### src/rtl/cpu_pkg.sv
// Shared types and constants for the exec_ctrl instruction sequencer.
// Covers the opcode map, the FSM state encoding and register-file geometry.
package cpu_pkg;

    localparam int REG_W = 8;
    localparam int NREGS = 4;

    typedef enum logic [3:0] {
        OP_NOP = 4'h0,
        OP_ADD = 4'h2,
        OP_AND = 4'h3,
        OP_XOR = 4'h4,
        OP_MOV = 4'h5,
        OP_LDI = 4'h8,
        OP_JZ  = 4'h9,
        OP_HLT = 4'hF
    } opcode_t;

    typedef enum logic [2:0] {
        S_FETCH    = 3'd0,
        S_DECODE   = 3'd1,
        S_EXEC     = 3'd2,
        S_FETCH_OP = 3'd3,
        S_HALT     = 3'd4
    } state_t;

    function automatic logic is_alu_op(input logic [3:0] op);
        return (op == OP_ADD) || (op == OP_AND) || (op == OP_XOR) || (op == OP_MOV);
    endfunction

    function automatic logic has_operand(input logic [3:0] op);
        return (op == OP_LDI) || (op == OP_JZ);
    endfunction

endpackage

### src/rtl/exec_regfile.sv
// 4 x 8-bit register file: two combinational read ports, one synchronous
// write port and a combinational debug read port.
module exec_regfile
    import cpu_pkg::*;
(
    input  logic             clk,
    input  logic             rst,
    input  logic             we,
    input  logic [1:0]       waddr,
    input  logic [REG_W-1:0] wdata,
    input  logic [1:0]       raddr_a,
    output logic [REG_W-1:0] rdata_a,
    input  logic [1:0]       raddr_b,
    output logic [REG_W-1:0] rdata_b,
    input  logic [1:0]       dbg_sel,
    output logic [REG_W-1:0] dbg_data
);

    logic [REG_W-1:0] regs [NREGS];

    always_ff @(posedge clk) begin
        if (rst) begin
            for (int i = 0; i < NREGS; i++) begin
                regs[i] <= '0;
            end
        end else if (we) begin
            regs[waddr] <= wdata;
        end
    end

    // Reads see the pre-write value, so rd == rs uses the old contents.
    assign rdata_a  = regs[raddr_a];
    assign rdata_b  = regs[raddr_b];
    assign dbg_data = regs[dbg_sel];

endmodule

### src/rtl/exec_ctrl.sv
// Multi-cycle fetch/decode/execute sequencer driving an external ALU.
// Optional EXEC_CTRL_RETIRE_CNT_EN adds a 16-bit retired-instruction counter.
// imem handshake: a fetch completes on any cycle where imem_req and imem_ack
// are both high; req and addr stay stable until then, ack without req is ignored.
module exec_ctrl
    import cpu_pkg::*;
(
    input  logic             clk,
    input  logic             rst,
    output logic             imem_req,
    output logic [7:0]       imem_addr,
    input  logic             imem_ack,
    input  logic [7:0]       imem_data,
    output logic [3:0]       alu_opcode,
    output logic [1:0]       alu_control,
    output logic [REG_W-1:0] alu_rs1,
    output logic [REG_W-1:0] alu_rs2,
    input  logic [REG_W-1:0] alu_rd,
    input  logic             alu_is_zero,
    output logic [7:0]       pc,
    output logic             zero_flag,
    output logic             halted,
    input  logic [1:0]       dbg_sel,
    output logic [REG_W-1:0] dbg_data,
    output state_t           fsm_state
`ifdef EXEC_CTRL_RETIRE_CNT_EN
    ,
    output logic [15:0]      retire_cnt
`endif
);

    state_t           state, state_nxt;
    logic [7:0]       pc_nxt;
    logic [7:0]       ir, ir_nxt;
    logic             zero_nxt;
    logic             req_c;
    logic             rf_we;
    logic [REG_W-1:0] rf_wdata;
    logic [3:0]       op;

    assign op = ir[7:4];

    always_ff @(posedge clk) begin
        if (rst) begin
            state     <= S_FETCH;
            pc        <= 8'h00;
            ir        <= 8'h00;
            zero_flag <= 1'b0;
        end else begin
            state     <= state_nxt;
            pc        <= pc_nxt;
            ir        <= ir_nxt;
            zero_flag <= zero_nxt;
        end
    end

    always_comb begin
        state_nxt = state;
        pc_nxt    = pc;
        ir_nxt    = ir;
        zero_nxt  = zero_flag;
        req_c     = 1'b0;
        rf_we     = 1'b0;
        rf_wdata  = alu_rd;
        case (state)
            S_FETCH: begin
                req_c = 1'b1;
                if (imem_ack) begin
                    ir_nxt    = imem_data;
                    pc_nxt    = pc + 8'd1;
                    state_nxt = S_DECODE;
                end
            end
            S_DECODE: begin
                if (is_alu_op(op))        state_nxt = S_EXEC;
                else if (has_operand(op)) state_nxt = S_FETCH_OP;
                else if (op == OP_HLT)    state_nxt = S_HALT;
                else                      state_nxt = S_FETCH;
            end
            S_EXEC: begin
                rf_we     = 1'b1;
                rf_wdata  = alu_rd;
                zero_nxt  = alu_is_zero;
                state_nxt = S_FETCH;
            end
            S_FETCH_OP: begin
                req_c = 1'b1;
                if (imem_ack) begin
                    if (op == OP_LDI) begin
                        rf_we    = 1'b1;
                        rf_wdata = imem_data;
                        pc_nxt   = pc + 8'd1;
                    end else begin
                        pc_nxt = zero_flag ? imem_data : pc + 8'd1;
                    end
                    state_nxt = S_FETCH;
                end
            end
            S_HALT: begin
                state_nxt = S_HALT;
            end
            default: state_nxt = S_FETCH;
        endcase
    end

    // Request is masked during reset so an ack in that cycle has nothing to complete.
    assign imem_req    = req_c & ~rst;
    assign imem_addr   = pc;
    assign alu_opcode  = (state == S_EXEC) ? op : 4'h0;
    assign alu_control = 2'b00;
    assign halted      = (state == S_HALT);
    assign fsm_state   = state;

    exec_regfile u_regfile (
        .clk      (clk),
        .rst      (rst),
        .we       (rf_we),
        .waddr    (ir[3:2]),
        .wdata    (rf_wdata),
        .raddr_a  (ir[3:2]),
        .rdata_a  (alu_rs1),
        .raddr_b  (ir[1:0]),
        .rdata_b  (alu_rs2),
        .dbg_sel  (dbg_sel),
        .dbg_data (dbg_data)
    );

`ifdef EXEC_CTRL_RETIRE_CNT_EN
    logic retire;

    always_comb begin
        retire = 1'b0;
        case (state)
            S_DECODE:   retire = !is_alu_op(op) && !has_operand(op) && (op != OP_HLT);
            S_EXEC:     retire = 1'b1;
            S_FETCH_OP: retire = imem_ack;
            default:    retire = 1'b0;
        endcase
    end

    always_ff @(posedge clk) begin
        if (rst)         retire_cnt <= 16'h0000;
        else if (retire) retire_cnt <= retire_cnt + 16'd1;
    end
`endif

endmodule

### config.mk
export PLATFORM = sky130hd
export DESIGN_NAME = exec_ctrl
export DESIGN_NICKNAME = d
export VERILOG_FILES = /design/src/rtl/cpu_pkg.sv /design/src/rtl/exec_regfile.sv /design/src/rtl/exec_ctrl.sv
export SDC_FILE = /design/constraint.sdc
export NUM_CORES = 1
export LEC_CHECK = 0
export BUFFER_PORTS_ARGS = -buffer_cell sky130_fd_sc_hd__buf_2
export CAP_MARGIN = 25
export CORE_MARGIN = 3
export CORE_UTILIZATION = 49
export DETAILED_ROUTE_END_ITERATION = 12
export PLACE_DENSITY = 0.88
export SKIP_LAST_GASP = 1
export SLEW_MARGIN = 25
export SYNTH_ARGS = -nofsm -noshare
export SYNTH_HDL_FRONTEND = slang
export SYNTH_HIERARCHICAL = 1
export SYNTH_SLANG_ARGS = --single-unit
### constraint.sdc
create_clock -name clk -period 2.15 [get_ports clk]
set_clock_uncertainty 0.2 [all_clocks]
set_input_delay 0.215 -clock clk [delete_from_list [all_inputs] [get_ports clk]]
set_output_delay 0.215 -clock clk [all_outputs]
set_load 0.01 [all_outputs]
### Word level (Yosys, flattened, before mapping)

Memory sizes are Yosys's and may differ from the RTL's. A register that Yosys moved wholly into a read port is not among the register bits.
Index checks and enable logic that the tools add are counted.

* ROM bits: 0
* input bits: 22
* bits in writable memories: 32
* memories: 1
* latch bits: 0
* register bits: 20
* output and inout bits: 52
* word-level logic and storage cells: 63

* shift-type cells: 0
* $mul: 0
* equality and inequality tests: 13
* multiplexer cells: 31
* divide/modulo/power cells: 0
* bitwise logic cells: 2
* add/sub/neg operators: 1
* reduce and logical (&&, ||, !) cells: 11
* $lt $le $gt $ge: 0

Memories
* u_regfile.regs: depth 4, bits a word 8, read ports 3, clocked after memory_dff 2, write ports 4, line exec_regfile.sv:19 `logic [REG_W-1:0] regs [NREGS];`

Operator list (count)
* 8-bit 2-to-1 mux: 8
* 8-bit one-hot mux with 2 select lines: 1
* 3-bit 2-to-1 mux: 5
* 4-bit == test, second input constant: 3
* 3-bit one-hot mux with 4 select lines: 1
* 2-bit 2-to-1 mux: 5
* 1-bit 2-to-1 mux: 9
* 8-bit by 1-bit adder with 8-bit output, second input constant: 1
* 4-bit by 2-bit == test with 1-bit output, second input constant: 2
* 4-bit by 3-bit == test with 1-bit output, second input constant: 2
* 8-bit OR reduction: 1
* 3-bit by 2-bit == test with 1-bit output, second input constant: 2
* 1-bit logical OR: 4
* 4-bit 2-to-1 mux: 1
* 2-bit != test, second input constant: 2
* 2-bit AND reduction: 2
* 3-bit by 1-bit == test with 1-bit output, second input constant: 1
* 3-bit == test, second input constant: 1
* 3-bit logical NOT: 1
* 3-bit AND reduction: 1
* 1-bit one-hot mux with 2 select lines: 1
* 2-bit nonzero test: 1
* 2-bit OR reduction: 1
* 1-bit bitwise AND: 1
* 1-bit NOT: 1

### Longest topological paths before layout

Gate-level depths: netlist of the first run.

* word-level depth: 9
* mapped depth: 7
* gate-level depth less buffers: 5

### Cells and area by module

Netlist of the first run, hierarchy kept.

Modules (own cells, without submodules)
* exec_regfile: cells an instance 104, instances 1, area an instance 1868.0 um^2
* exec_ctrl: cells an instance 160, instances 1, area an instance 1244.9 um^2

### Least setup slack after synthesis of the first run

No wires, ideal clock.

* path type: flip-flop to flip-flop
* start point: reg state[0], in the netlist fsm_state[0]
* end point: mem u_regfile.regs[0][0], data pin
* stages on the path, launching flop included: 7
* data arrival time: 1.736 ns
* slack: -0.042 ns
* library setup time: 0.256 ns
* period minus slack after synthesis: 2.192 ns
* path through: dfxtp_1 > clkbuf_1 > inv_1 > or3_1 > clkbuf_1 > mux2_2 > and2_2

RTL lines
* start: declaration: line exec_ctrl.sv:32 `state_t state, state_nxt;`
* start signal: assignment: line exec_ctrl.sv:50 `state <= state_nxt;`
* end: declaration: line exec_regfile.sv:19

### Worst setup path in the final report of the first run

* start point: reg ir[5]
* end point: reg pc[0], in the netlist imem_addr[0]

* word-level cells in the longest chain between the ends: 4

Ends and longest elaborated chain
* start: declaration: line exec_ctrl.sv:34 `logic [7:0] ir, ir_nxt;`
* start signal: assignment: line exec_ctrl.sv:52 `ir <= ir_nxt;`
* 4-bit == test: line exec_ctrl.sv:89 `if (op == OP_LDI) begin`
* 8-bit 2-to-1 mux: line exec_ctrl.sv:89
* 8-bit 2-to-1 mux: line exec_ctrl.sv:88 `if (imem_ack) begin`
* 8-bit one-hot mux with 2 select lines: line exec_ctrl.sv:65 `case (state)`
* end signal: assignment: line exec_ctrl.sv:51 `pc <= pc_nxt;`
* end: declaration: line exec_ctrl.sv:20 `output logic [7:0] pc,`

No other way between the ends. The select of a mux whose other input is x is not followed.
A chain may end at the register's enable or synchronous reset.

==> out/qor.tcl, run 1 <==
set qor(setup_repair_after_global_routing_missed_its_margin) {yes}
set qor(die-area_sq_mm) 0.00735
set qor(p_per_area_mw_per_mm2) 559
set qor(grt_first_pass_wirelength_um) 11400
set qor(fmax_ghz) 0.473
set qor(async_reset_ff_share_pct) 0
set qor(synthDistinctLibCells) 44
set qor(finalSetupTns_ps) 0
set qor(seq_area_frac_synth_pct) 43.7
set qor(vdd_drop_max_mv) 0.287
set qor(clk-insertion-delay-late_ps) 300
set qor(yosys_register_bits) 52
set qor(cts_sinks) 52
set qor(drt_wl_total_um) 6990
set qor(post_route_cells_drive_above_1_share_pct) 41.4
set qor(dr.pass1.iters) 4
set qor(post-layout-total-power_uw) 2040
set qor(remaining_antenna_violation_count_after_routing) 0
set qor(path_cells) {buf_4, or4b_1, and2_4, or3_1, a31oi_1}
set qor(grt-ovfl-total) 0
set qor(netlist.top_cell.by_area) {sky130_fd_sc_hd__edfxtp_1}
set qor(fin_hold_ws_ps) 0.524
set qor(global_route.peak_usage_layer) {met2}
set qor(grt_usage_pct) 19.8
set qor(synth.top_cell.area_share_pct) 30.9
set qor(critical_path_arrival_ps) 2140
set qor(worst_path_dominant_cell_family) {simple AND/OR/NAND/NOR gates}
set qor(max-cap-violations) 0
set qor(req_time_crit_path_ps) 2180
set qor(post-route-drc-count) 0
set qor(synth-main-ff-cell) {sky130_fd_sc_hd__edfxtp_1}
set qor(cts_tree) {done}
set qor(met2_global_route_usage_pct) 35.0
set qor(die-width_um) 85.7
set qor(grt_start_max_net_pins) 30
set qor(syn-cell-area_sq_mm) 0.00311
set qor(synth_edf_count) 32
set qor(critPathBufInv) 1
set qor(detailedPlacementHpwl_um) 5230
set qor(path_class) {register to register}
set qor(finalMaxSlewViolations) 0
set qor(setup_viol_count_final) 0
set qor(critical_path.slowest_cell) {sky130_fd_sc_hd__or4b_1}
set qor(cp_max_fo) 8
set qor(initial_core_util_pct) 51.7
set qor(crit_path_start_kind) {register}
set qor(met1_global_route_usage_pct) 24.1
set qor(synth.top_cells.by_area) {sky130_fd_sc_hd__edfxtp_1, sky130_fd_sc_hd__mux4_2, sky130_fd_sc_hd__dfxtp_1, sky130_fd_sc_hd__and2_1, sky130_fd_sc_hd__mux2_2}
set qor(insertedDiodeCount) 0
set qor(finalNetCount) 359
set qor(min_period_over_period_pct) 98.3
set qor(core_sq_mm) 0.00603
set qor(critical-path-max-stage-delay_ps) 640
set qor(area_delta_synth_final_pct) 17.2
set qor(numPortBuffers) 71
set qor(globalRouteMet3Util_pct) 5.19
set qor(clock_path_buffers) 2
set qor(report.final.hold_viol_count) 0
set qor(netlist_instances) 264
set qor(avgSynthCellArea_sq_um) 11.8
set qor(leakage_uw) 0.00148
set qor(hold_path.class) {input port to register}
set qor(cts-root-buf) {sky130_fd_sc_hd__clkbuf_8}
set qor(fp-row-count) 28
set qor(post_drt_wl_per_cell_um) 17.0
set qor(tightest_slew_ps) 511
set qor(slew_headroom_pct) 65.9
set qor(synth_warnings) 6
set qor(clk_pin_slew_ps) 80
set qor(die_height_um) 85.7
set qor(via_per_inst) 5.80
set qor(gp_routability_congestion) 0.848
set qor(tritoncts.num_buffers) 5
set qor(num_io_pins) 74
set qor(cts_max_level) 2
set qor(initial_antenna_violation_count) 1
set qor(layout_min_cycle_time_ps) 2110
set qor(setup.worst_path.end_class) {register}
set qor(vias) 2384
set qor(outcome) {completed}
set qor(grt_pass1_vias) 2322
set qor(drt_iter0_drc) 174
cells by family after synthesis:
kind of cell               count (synthesis)  synth area share (%)
other                                      1                 0.120
muxes                                     35                  21.2
DFF                                       52                  43.7
and+or+nand+nor                           99                  19.3
AOI/OAI and AO/OA                         39                  8.08
buffers and inverters                     35                  6.55
adders and majority gates                  1                 0.402
xor gates and xnor gates                   2                 0.563
cell type report:
cell class | instances | area [sq um]
Clock buffer | 5 | 68.8
Clock inverter | 2 | 7.51
Fill cell | 508 | 2380
Inverter | 8 | 30.0
Multi-Input combinational cell | 178 | 1560
Sequential cell | 52 | 1360
Tap cell | 75 | 93.8
Timing Repair Buffer | 91 | 526
cell usage after synthesis (all sizes together) (6+ instances only):
cell type,number
a21oi,17
and2,38
buf,17
clkbuf,10
dfxtp,20
edfxtp,32
inv,8
mux2,8
mux4,24
nand2,23
nand3,6
nor2,7
final timing paths:
path / from / to / slack (ps) / cells past startpoint
max: ir[5] / imem_addr[0] / 40 / 5
min: imem_data[1] / ir[1] / 0.5 / 3
max reg2reg: ir[5] / imem_addr[0] / 40 / 5
min reg2reg: ir[2] / ir[2] / 260 / 2
metal layers:
layer  vias to the layer above  wire, um  part of all wire [%]
met5                         -         7                  0.10
met4                         2        71                   1.0
met2                       111      3610                    52
li1                       1112         -                     -
met3                        11       533                   7.6
met1                      1148      2770                    40
placed cells by master (no fill, tap or decap), drive strengths merged:
cell,Yosys,layout
o21ai,4,4
nor4b,1,1
clkbuf,10,5
nand3,6,6
nor2,7,7
conb,1,2
inv,8,8
nand2,23,23
clkinv,0,2
nand4,1,1
nand2b,4,4
and2,38,38
mux4,24,24
nor2b,2,2
or4b,1,1
a31o,2,2
and4b,2,2
o2bb2ai,1,1
or3,5,5
buf,17,83
mux2i,3,3
xor2,2,2
or2,1,1
nand4b,1,1
o21bai,2,2
o31a,3,3
a211oi,1,1
and4bb,2,2
and2b,1,1
a21oi,17,17
edfxtp,32,32
mux2,8,8
dlygate4sd3,0,8
ha,1,1
dfxtp,20,20
and4,1,1
nor3,3,3
a31oi,3,3
o32ai,5,5
a311oi,1,1
timing repair:
action	in CTS	in global routing
hold buffers	8	0
endpoints found under the hold margin	8	0
setup endpoints to repair	0	21
buffers inserted	0	0
resized for setup	0	3
power breakdown:
group          leakage (uW)  internal, uW  total [uW]  switching, uW
registers          0.000494          1100        1140           39.2
logic              0.000949           190         390            199
clock network     0.0000391           216         511            296
total               0.00148          1510        2040            534
through the flow:
step	instance area [sq um]	utilization [%]	instances	setup slack (ps)
after detailed placement	3480	57.8	396	57.0
after CTS	3640	60.4	411	40.2
after floorplan	3120	-	265	-16.3
after global placement	3480	57.8	396	128
final	3650	60.6	411	36.1
after global routing	3650	60.6	411	-16.9
worst reg2reg max path, stage by stage (launching register included):
cell and delay, ps:
sky130_fd_sc_hd__dfxtp_1 320, sky130_fd_sc_hd__buf_4 150, sky130_fd_sc_hd__or4b_1 640, sky130_fd_sc_hd__and2_4 230, sky130_fd_sc_hd__or3_1 350, sky130_fd_sc_hd__a31oi_1 160
flip-flops by register name, summed over array words and instances, names as in the netlist:
| register | cells |
|---|---|
| zero_flag | 1 |
| imem_addr | 8 |
| ir | 8 |
| u_regfile/regs | 32 |
| fsm_state | 3 |
Power figures use the tool's default switching activity.
==> inputs of run 2 (changes only) <==
Settings changed: PLACE_DENSITY 0.88 to 0.77.
==> out/qor.tcl, run 2 (synthesis gave the netlist of run 1 again) <==
set qor(setup_repair_after_global_routing_missed_its_margin) {no}
set qor(final_cell_mix) {sky130_fd_sc_hd__buf_2, sky130_fd_sc_hd__edfxtp_1, sky130_fd_sc_hd__and2_1}
set qor(path_cells) {buf_4, or4b_1, and2_4, or3_1, a31oi_1}
set qor(finalNetCount) 363 ;# +1.1%
set qor(grt_pass1_vias) 2290 ;# -1.4%
set qor(post-route-drc-count) 0 ;# unchanged
set qor(path_class) {register to register}
set qor(post_drt_wl_per_cell_um) 17.4 ;# +2.1%
set qor(worstHoldPathCells) 3 ;# unchanged
set qor(layoutNonFillerInstCount) 416 ;# +1.2%
set qor(critical_path_arrival_ps) 2100 ;# -40 ps
set qor(initial_antenna_violation_count) 1 ;# unchanged
set qor(clock_path_buffers) 2 ;# unchanged
set qor(netSwitchingFraction_pct) 25.9 ;# -0.33 points
set qor(core_sq_mm) 0.00603 ;# unchanged
set qor(gp_routability_congestion) 0.879 ;# +3.6%
set qor(p_int_uw) 1570 ;# +4.4%
set qor(die-width_um) 85.7 ;# unchanged
set qor(dr.pass1.iters) 4 ;# unchanged
set qor(slew_headroom_pct) 65.6 ;# -0.34 points
set qor(crit_path_start_kind) {register}
set qor(cts_tree) {done}
set qor(remaining_antenna_violation_count_after_routing) 0 ;# unchanged
set qor(critical-path-max-stage-delay_ps) 610 ;# -30 ps
set qor(grt_start_max_net_pins) 30 ;# unchanged
set qor(cts_sinks) 52 ;# unchanged
set qor(max_flop_register) {u_regfile/regs}
set qor(power.share.clock_pct) 27.4 ;# +2.3 points
set qor(grt_usage_pct) 20.6 ;# +0.82 points
set qor(outcome) {completed}
set qor(fmax_ghz) 0.484 ;# +2.4%
set qor(tritoncts.num_buffers) 5 ;# unchanged
set qor(setup.worst_path.end_class) {register}
set qor(layout_min_cycle_time_ps) 2060 ;# -49.0 ps
set qor(insertedDiodeCount) 0 ;# unchanged
set qor(report.final.hold_viol_count) 0 ;# unchanged
set qor(finalWorstSetupSlack_ps) 85.1 ;# +49.0 ps
set qor(switching_power_uw) 548 ;# +2.7%
set qor(vdd_drop_max_mv) 0.267 ;# -6.9%
set qor(max-cap-violations) 0 ;# unchanged
set qor(grt_first_pass_wirelength_um) 11700 ;# +2.1%
set qor(clk-insertion-delay-late_ps) 300 ;# about the same
set qor(finalMaxSlewViolations) 0 ;# unchanged
set qor(cts_max_level) 2 ;# unchanged
set qor(fp-row-count) 28 ;# unchanged
set qor(vias) 2382 ;# -0.084%
set qor(num_io_pins) 74 ;# unchanged
set qor(cts-root-buf) {sky130_fd_sc_hd__clkbuf_8}
set qor(most_frequent_standard_cell_in_the_layout_excluding_fill_and_tap_cells) {sky130_fd_sc_hd__buf_2}
set qor(critPathBufInv) 1 ;# unchanged
set qor(post_route_cells_drive_above_1_share_pct) 42.5 ;# +1.2 points
set qor(die-area_sq_mm) 0.00735 ;# unchanged
set qor(min_period_over_period_pct) 96.0 ;# -2.3 points
set qor(comb_power_share_pct) 19.0 ;# about the same
set qor(clk_pin_slew_ps) 90 ;# about the same
set qor(r2r.worst_path.cells) 5 ;# unchanged
set qor(power.share.sequential_pct) 53.6 ;# -2.2 points
set qor(req_time_crit_path_ps) 2180 ;# about the same
set qor(cp_max_fo) 8 ;# unchanged
set qor(drt_wl_total_um) 7220 ;# +3.4%
set qor(p_per_area_mw_per_mm2) 573 ;# +2.6%
set qor(detailedPlacementHpwl_um) 5330 ;# +2.1%
set qor(hold_path.class) {input port to register}
set qor(largest_register_ffs) 32 ;# unchanged
set qor(place.detailed.instances) 400 ;# +1.0%
set qor(preCtsSetupSlack_ps) 28.3 ;# -28.8 ps
set qor(worst_path_dominant_cell_family) {simple AND/OR/NAND/NOR gates}
set qor(area_delta_synth_final_pct) 18.8
set qor(drt_iter0_drc) 153 ;# -12%
set qor(critical_path_depth) 5 ;# unchanged
set qor(grt-ovfl-total) 0 ;# unchanged
set qor(tightest_slew_ps) 516 ;# +5.10 ps
set qor(leakage_uw) 0.00151 ;# +2.0%
set qor(via_per_inst) 5.73 ;# -1.3%
set qor(setup_viol_count_final) 0 ;# unchanged
set qor(critical_path.slowest_cell) {sky130_fd_sc_hd__or4b_1}
set qor(initial_core_util_pct) 51.7 ;# unchanged
set qor(die_height_um) 85.7 ;# unchanged
set qor(numPortBuffers) 71 ;# unchanged
-- run 2: power by group through the flow --
stage,combinational [uW],sequential (uW),clock (uW)
3_3_place_gp,385,1150,0
6_report,402,1140,581
3_5_place_dp,393,1160,0
4_1_cts,406,1140,592
5_1_grt,437,1140,630
2_1_floorplan,250,1160,0
-- run 2: area by class of cell --
type	instances	area [sq um]
inverter	8	30.0
multi-input combinational	178	1560
clock buffer	7	90.1
sequential	52	1360
tap	75	93.8
fill	523	2330
clock inverter	1	7.51
timing repair buffer	95	556
-- run 2: path summary, 6_finish.rpt --
kind / end / slack (ps) / start
worst max-delay path: imem_addr[0] / 90 / ir[5]
worst min-delay path: ir[2] / 20 / imem_data[2]
worst max register to register: imem_addr[0] / 90 / ir[5]
worst min register to register: ir[0] / 280 / ir[0]
-- run 2: per-layer routing --
metal	up-vias	part of all wire [%]	routed length, um	GRT usage, %
li1	1128	-	-	-
met3	13	5.6	407	3.75
met4	2	1.3	91	5.90
met5	-	0.18	13	0
met2	85	52	3720	36.7
met1	1154	41	2990	25.7
-- run 2: worst register-to-register path: cells and delay by family, from the launching register on --
family	cells	cell delay [ps]
AOI/OAI and AO/OA	1	150
buffers and inverters	1	150
DFF	1	330
and+or+nand+nor	3	1170
-- run 2: repair_timing --
action                                  4_1_cts  5_1_grt
hold endpoints to repair                      8        0
resized for setup                             0        2
hold buffers                                  8        0
buffers inserted                              0        0
endpoints found under the setup margin        0       33
-- run 2: metrics by stage --
stage	area (sq um)	total power, uW	hold WS (ps)	TNS, ps	util (%)
after detailed placement	3510	1550	265	0	58.3
final	3700	2120	21.3	0	61.4
after global routing	3700	2210	28.0	0	61.4
after floorplan	3120	1410	151	-261	-
after global placement	3510	1540	245	0	58.3
after CTS	3690	2130	10.4	0	61.2
==> inputs of run 3 (changes only) <==
Settings changed: ABC_AREA set to 1, BUFFER_PORTS_ARGS -buffer_cell sky130_fd_sc_hd__buf_2 to unset, CORE_UTILIZATION 49 to 50, DONT_BUFFER_PORTS set to 1, PLACE_DENSITY 0.77 to unset.
Clock period 2.15 ns to 2.6 ns, I/O delays scaled along.
==> out/qor.tcl, run 3 <==
set qor(r2r.worst_path.cells) 7 ;# +2
set qor(area_occupied_by_multi_input_gates_sq_mm) 0.00163 ;# +4.7%
set qor(synth_common_cells) {sky130_fd_sc_hd__nand2_1, sky130_fd_sc_hd__inv_1, sky130_fd_sc_hd__nand3_1}
set qor(setup.worst_path.end_class) {register}
set qor(leakage_uw) 0.00180 ;# +19%
set qor(cts-root-buf) {sky130_fd_sc_hd__clkbuf_8}
set qor(max_flop_register) {u_regfile/regs}
set qor(post_route_cells_drive_above_1_share_pct) 9.90 ;# -33 points
set qor(area_delta_synth_final_pct) 6.12
set qor(vias) 3103 ;# +30%
set qor(tritoncts.num_buffers) 5 ;# unchanged
set qor(worst_r2r_src) {imem_addr[0]}
set qor(vdd_drop_max_mv) 0.295 ;# +10%
set qor(synth.top_cell.area_share_pct) 27.5 ;# -3.4 points
set qor(async_reset_ff_share_pct) 0 ;# unchanged
set qor(core_sq_mm) 0.00657 ;# +9.0%
set qor(grt-ovfl-total) 0 ;# unchanged
set qor(yosys_register_bits) 52 ;# unchanged
set qor(min-delay-start) {imem_ack}
set qor(cts_sinks) 52 ;# unchanged
set qor(grt_pass1_vias) 3073 ;# +34%
set qor(dpl_cell_area_sq_mm) 0.00348 ;# -0.89%
set qor(finalSetupTns_ps) 0 ;# unchanged
set qor(p_per_area_mw_per_mm2) 506 ;# -12%
set qor(n_fill_cell) 619 ;# +18%
set qor(via_per_inst) 5.19 ;# -9.4%
set qor(clock_path_buffers) 2 ;# unchanged
set qor(hold_path.class) {input port to register}
set qor(detailedPlacementHpwl_um) 6740 ;# +26%
set qor(min_period_over_period_pct) 85.4 ;# -11 points
set qor(grt_start_max_net_pins) 18 ;# -40%
set qor(seq_area_frac_synth_pct) 38.9 ;# -4.8 points
set qor(dr.pass1.iters) 4 ;# unchanged
set qor(num_io_pins) 74 ;# unchanged
set qor(clk_pin_slew_ps) 100 ;# about the same
set qor(netlist_instances) 503 ;# +91%
set qor(regArea_sq_mm) 0.00136 ;# unchanged
set qor(layout_min_cycle_time_ps) 2220 ;# +155 ps
set qor(drt_wl_total_um) 8970 ;# +24%
set qor(post-route-drc-count) 0 ;# unchanged
set qor(fp-row-count) 29 ;# +3.6%
set qor(path_class) {register to register}
set qor(synthDistinctLibCells) 31 ;# -30%
set qor(synth_warnings) 6 ;# unchanged
set qor(setup_viol_count_final) 0 ;# unchanged
set qor(final_cell_mix) {sky130_fd_sc_hd__nand2_1, sky130_fd_sc_hd__inv_1, sky130_fd_sc_hd__nand3_1}
set qor(grt_first_pass_wirelength_um) 14800 ;# +27%
set qor(finalNetCount) 527 ;# +45%
set qor(drt_iter0_drc) 164 ;# +7.2%
set qor(clk-insertion-delay-late_ps) 300 ;# about the same
set qor(largest_register_ffs) 32 ;# unchanged
set qor(min_to) {fsm_state[1]}
set qor(outcome) {completed}
set qor(max-cap-violations) 0 ;# unchanged
set qor(report.final.hold_viol_count) 0 ;# unchanged
set qor(cp_max_fo) 7 ;# -1
set qor(crit_path_start_kind) {register}
set qor(cts_tree) {done}
set qor(netlist.top_cell.by_area) {sky130_fd_sc_hd__edfxtp_1}
set qor(setup_repair_after_global_routing_missed_its_margin) {no}
set qor(req_time_crit_path_ps) 2590 ;# +410 ps
set qor(synth-main-ff-cell) {sky130_fd_sc_hd__edfxtp_1}
set qor(die-width_um) 89.6 ;# +4.6%
set qor(syn-cell-area_sq_mm) 0.00350 ;# +12%
set qor(most_frequent_standard_cell_in_the_layout_excluding_fill_and_tap_cells) {sky130_fd_sc_hd__nand2_1}
set qor(cts_max_level) 2 ;# unchanged
set qor(avgSynthCellArea_sq_um) 6.95 ;# -41%
set qor(die-area_sq_mm) 0.00804 ;# +9.4%
set qor(finalMaxSlewViolations) 0 ;# unchanged
set qor(die_height_um) 89.6 ;# +4.6%
set qor(critical_path.reg2reg.endpoint) {imem_addr[4]}
set qor(synth.top_cells.by_area) {sky130_fd_sc_hd__edfxtp_1, sky130_fd_sc_hd__nand2_1, sky130_fd_sc_hd__dfxtp_1, sky130_fd_sc_hd__nand3_1, sky130_fd_sc_hd__inv_1}
set qor(fmax_ghz) 0.450 ;# -7.0%
set qor(insertedDiodeCount) 0 ;# unchanged
set qor(setup.reg_to_reg.worst_slack_ps) 380 ;# +300 ps
set qor(numPortBuffers) 0 ;# -100%
set qor(remaining_antenna_violation_count_after_routing) 0 ;# unchanged
set qor(gp_routability_congestion) 0.812 ;# -7.6%
set qor(initial_antenna_violation_count) 0 ;# -1
set qor(synth_edf_count) 32 ;# unchanged
set qor(worstHoldPathCells) 3 ;# unchanged
set qor(critical_path_arrival_ps) 2210 ;# +110 ps
set qor(cts_repair_resize_count) 0 ;# unchanged
set qor(grt_usage_pct) 23.8 ;# +3.2 points
set qor(design_area_sq_mm) 0.00371 ;# +0.41%
set qor(post-synth-top-count-cell) {sky130_fd_sc_hd__nand2_1}
set qor(initial_core_util_pct) 53.3 ;# +1.6 points
set qor(post_drt_wl_per_cell_um) 15.0 ;# -14%
## run 3: stage by stage
step	setup slack, ps	utilization, %	std cells	total power (uW)	hold WS [ps]
CTS	378	56.5	598	1890	37.4
finish	380	56.5	598	1880	53.8
floorplan	116	-	504	1260	208
global placement	451	53.0	578	1320	128
detailed placement	402	53.0	578	1330	127
global route	227	56.5	598	1980	47.5
## run 3: kinds of logic after synthesis
| group | count (synthesis) | synth area share [%] |
|---|---|---|
| flops | 52 | 38.9 |
| buf+inv | 109 | 14.5 |
| compound gates | 46 | 7.01 |
| other cells | 1 | 0.107 |
| simple gates | 293 | 38.8 |
| xor+xnor | 1 | 0.250 |
| fa+ha+maj | 1 | 0.358 |
## run 3: repair_timing
item,4_1_cts,5_1_grt
setup buffers,0,0
hold buffers,12,0
endpoints found under the hold margin,18,0
## run 3: cell type report
type | count | area share [%]
Clock buffer | 5 | 1.85
Tap cell | 93 | 3.13
Multi-Input combinational cell | 343 | 44.0
Inverter | 82 | 8.36
Timing Repair Buffer | 20 | 4.85
Clock inverter | 3 | 1.15
Sequential cell | 52 | 36.7
## run 3: worst max-delay path by stage
stage	from	endpoint	slack, ps
after floorplan	fsm_state[1]	u_regfile/regs[2][0]	120
after global placement	fsm_state[1]	u_regfile/regs[1][5]	450
after detailed placement	fsm_state[1]	u_regfile/regs[1][2]	400
after CTS	imem_addr[0]	imem_addr[4]	380
after global routing	fsm_state[1]	u_regfile/regs[1][1]	230
final	imem_addr[0]	imem_addr[4]	380
## run 3: metal layers
layer	vias up	track usage, %	routed length (um)
met3	23	5.84	870
met1	1367	30.3	3690
met5	-	0	0
li1	1569	-	-
met4	0	8.93	270
met2	144	39.2	4130
## run 3: report_power, final
part           internal (uW)  switching [uW]  leakage (uW)
logic                    109             269       0.00125
registers                911            37.4      0.000494
clock network            285             267     0.0000558
total                   1300             573       0.00180
## run 3: worst max-delay path, stage by stage, from the launching register on
cell,delay (ps)
sky130_fd_sc_hd__dfxtp_1,560
sky130_fd_sc_hd__ha_1,260
sky130_fd_sc_hd__nand3_1,150
sky130_fd_sc_hd__xor2_1,200
sky130_fd_sc_hd__nand2_2,70
sky130_fd_sc_hd__nand3_2,60
sky130_fd_sc_hd__a21oi_2,50
sky130_fd_sc_hd__dlygate4sd3_1,570
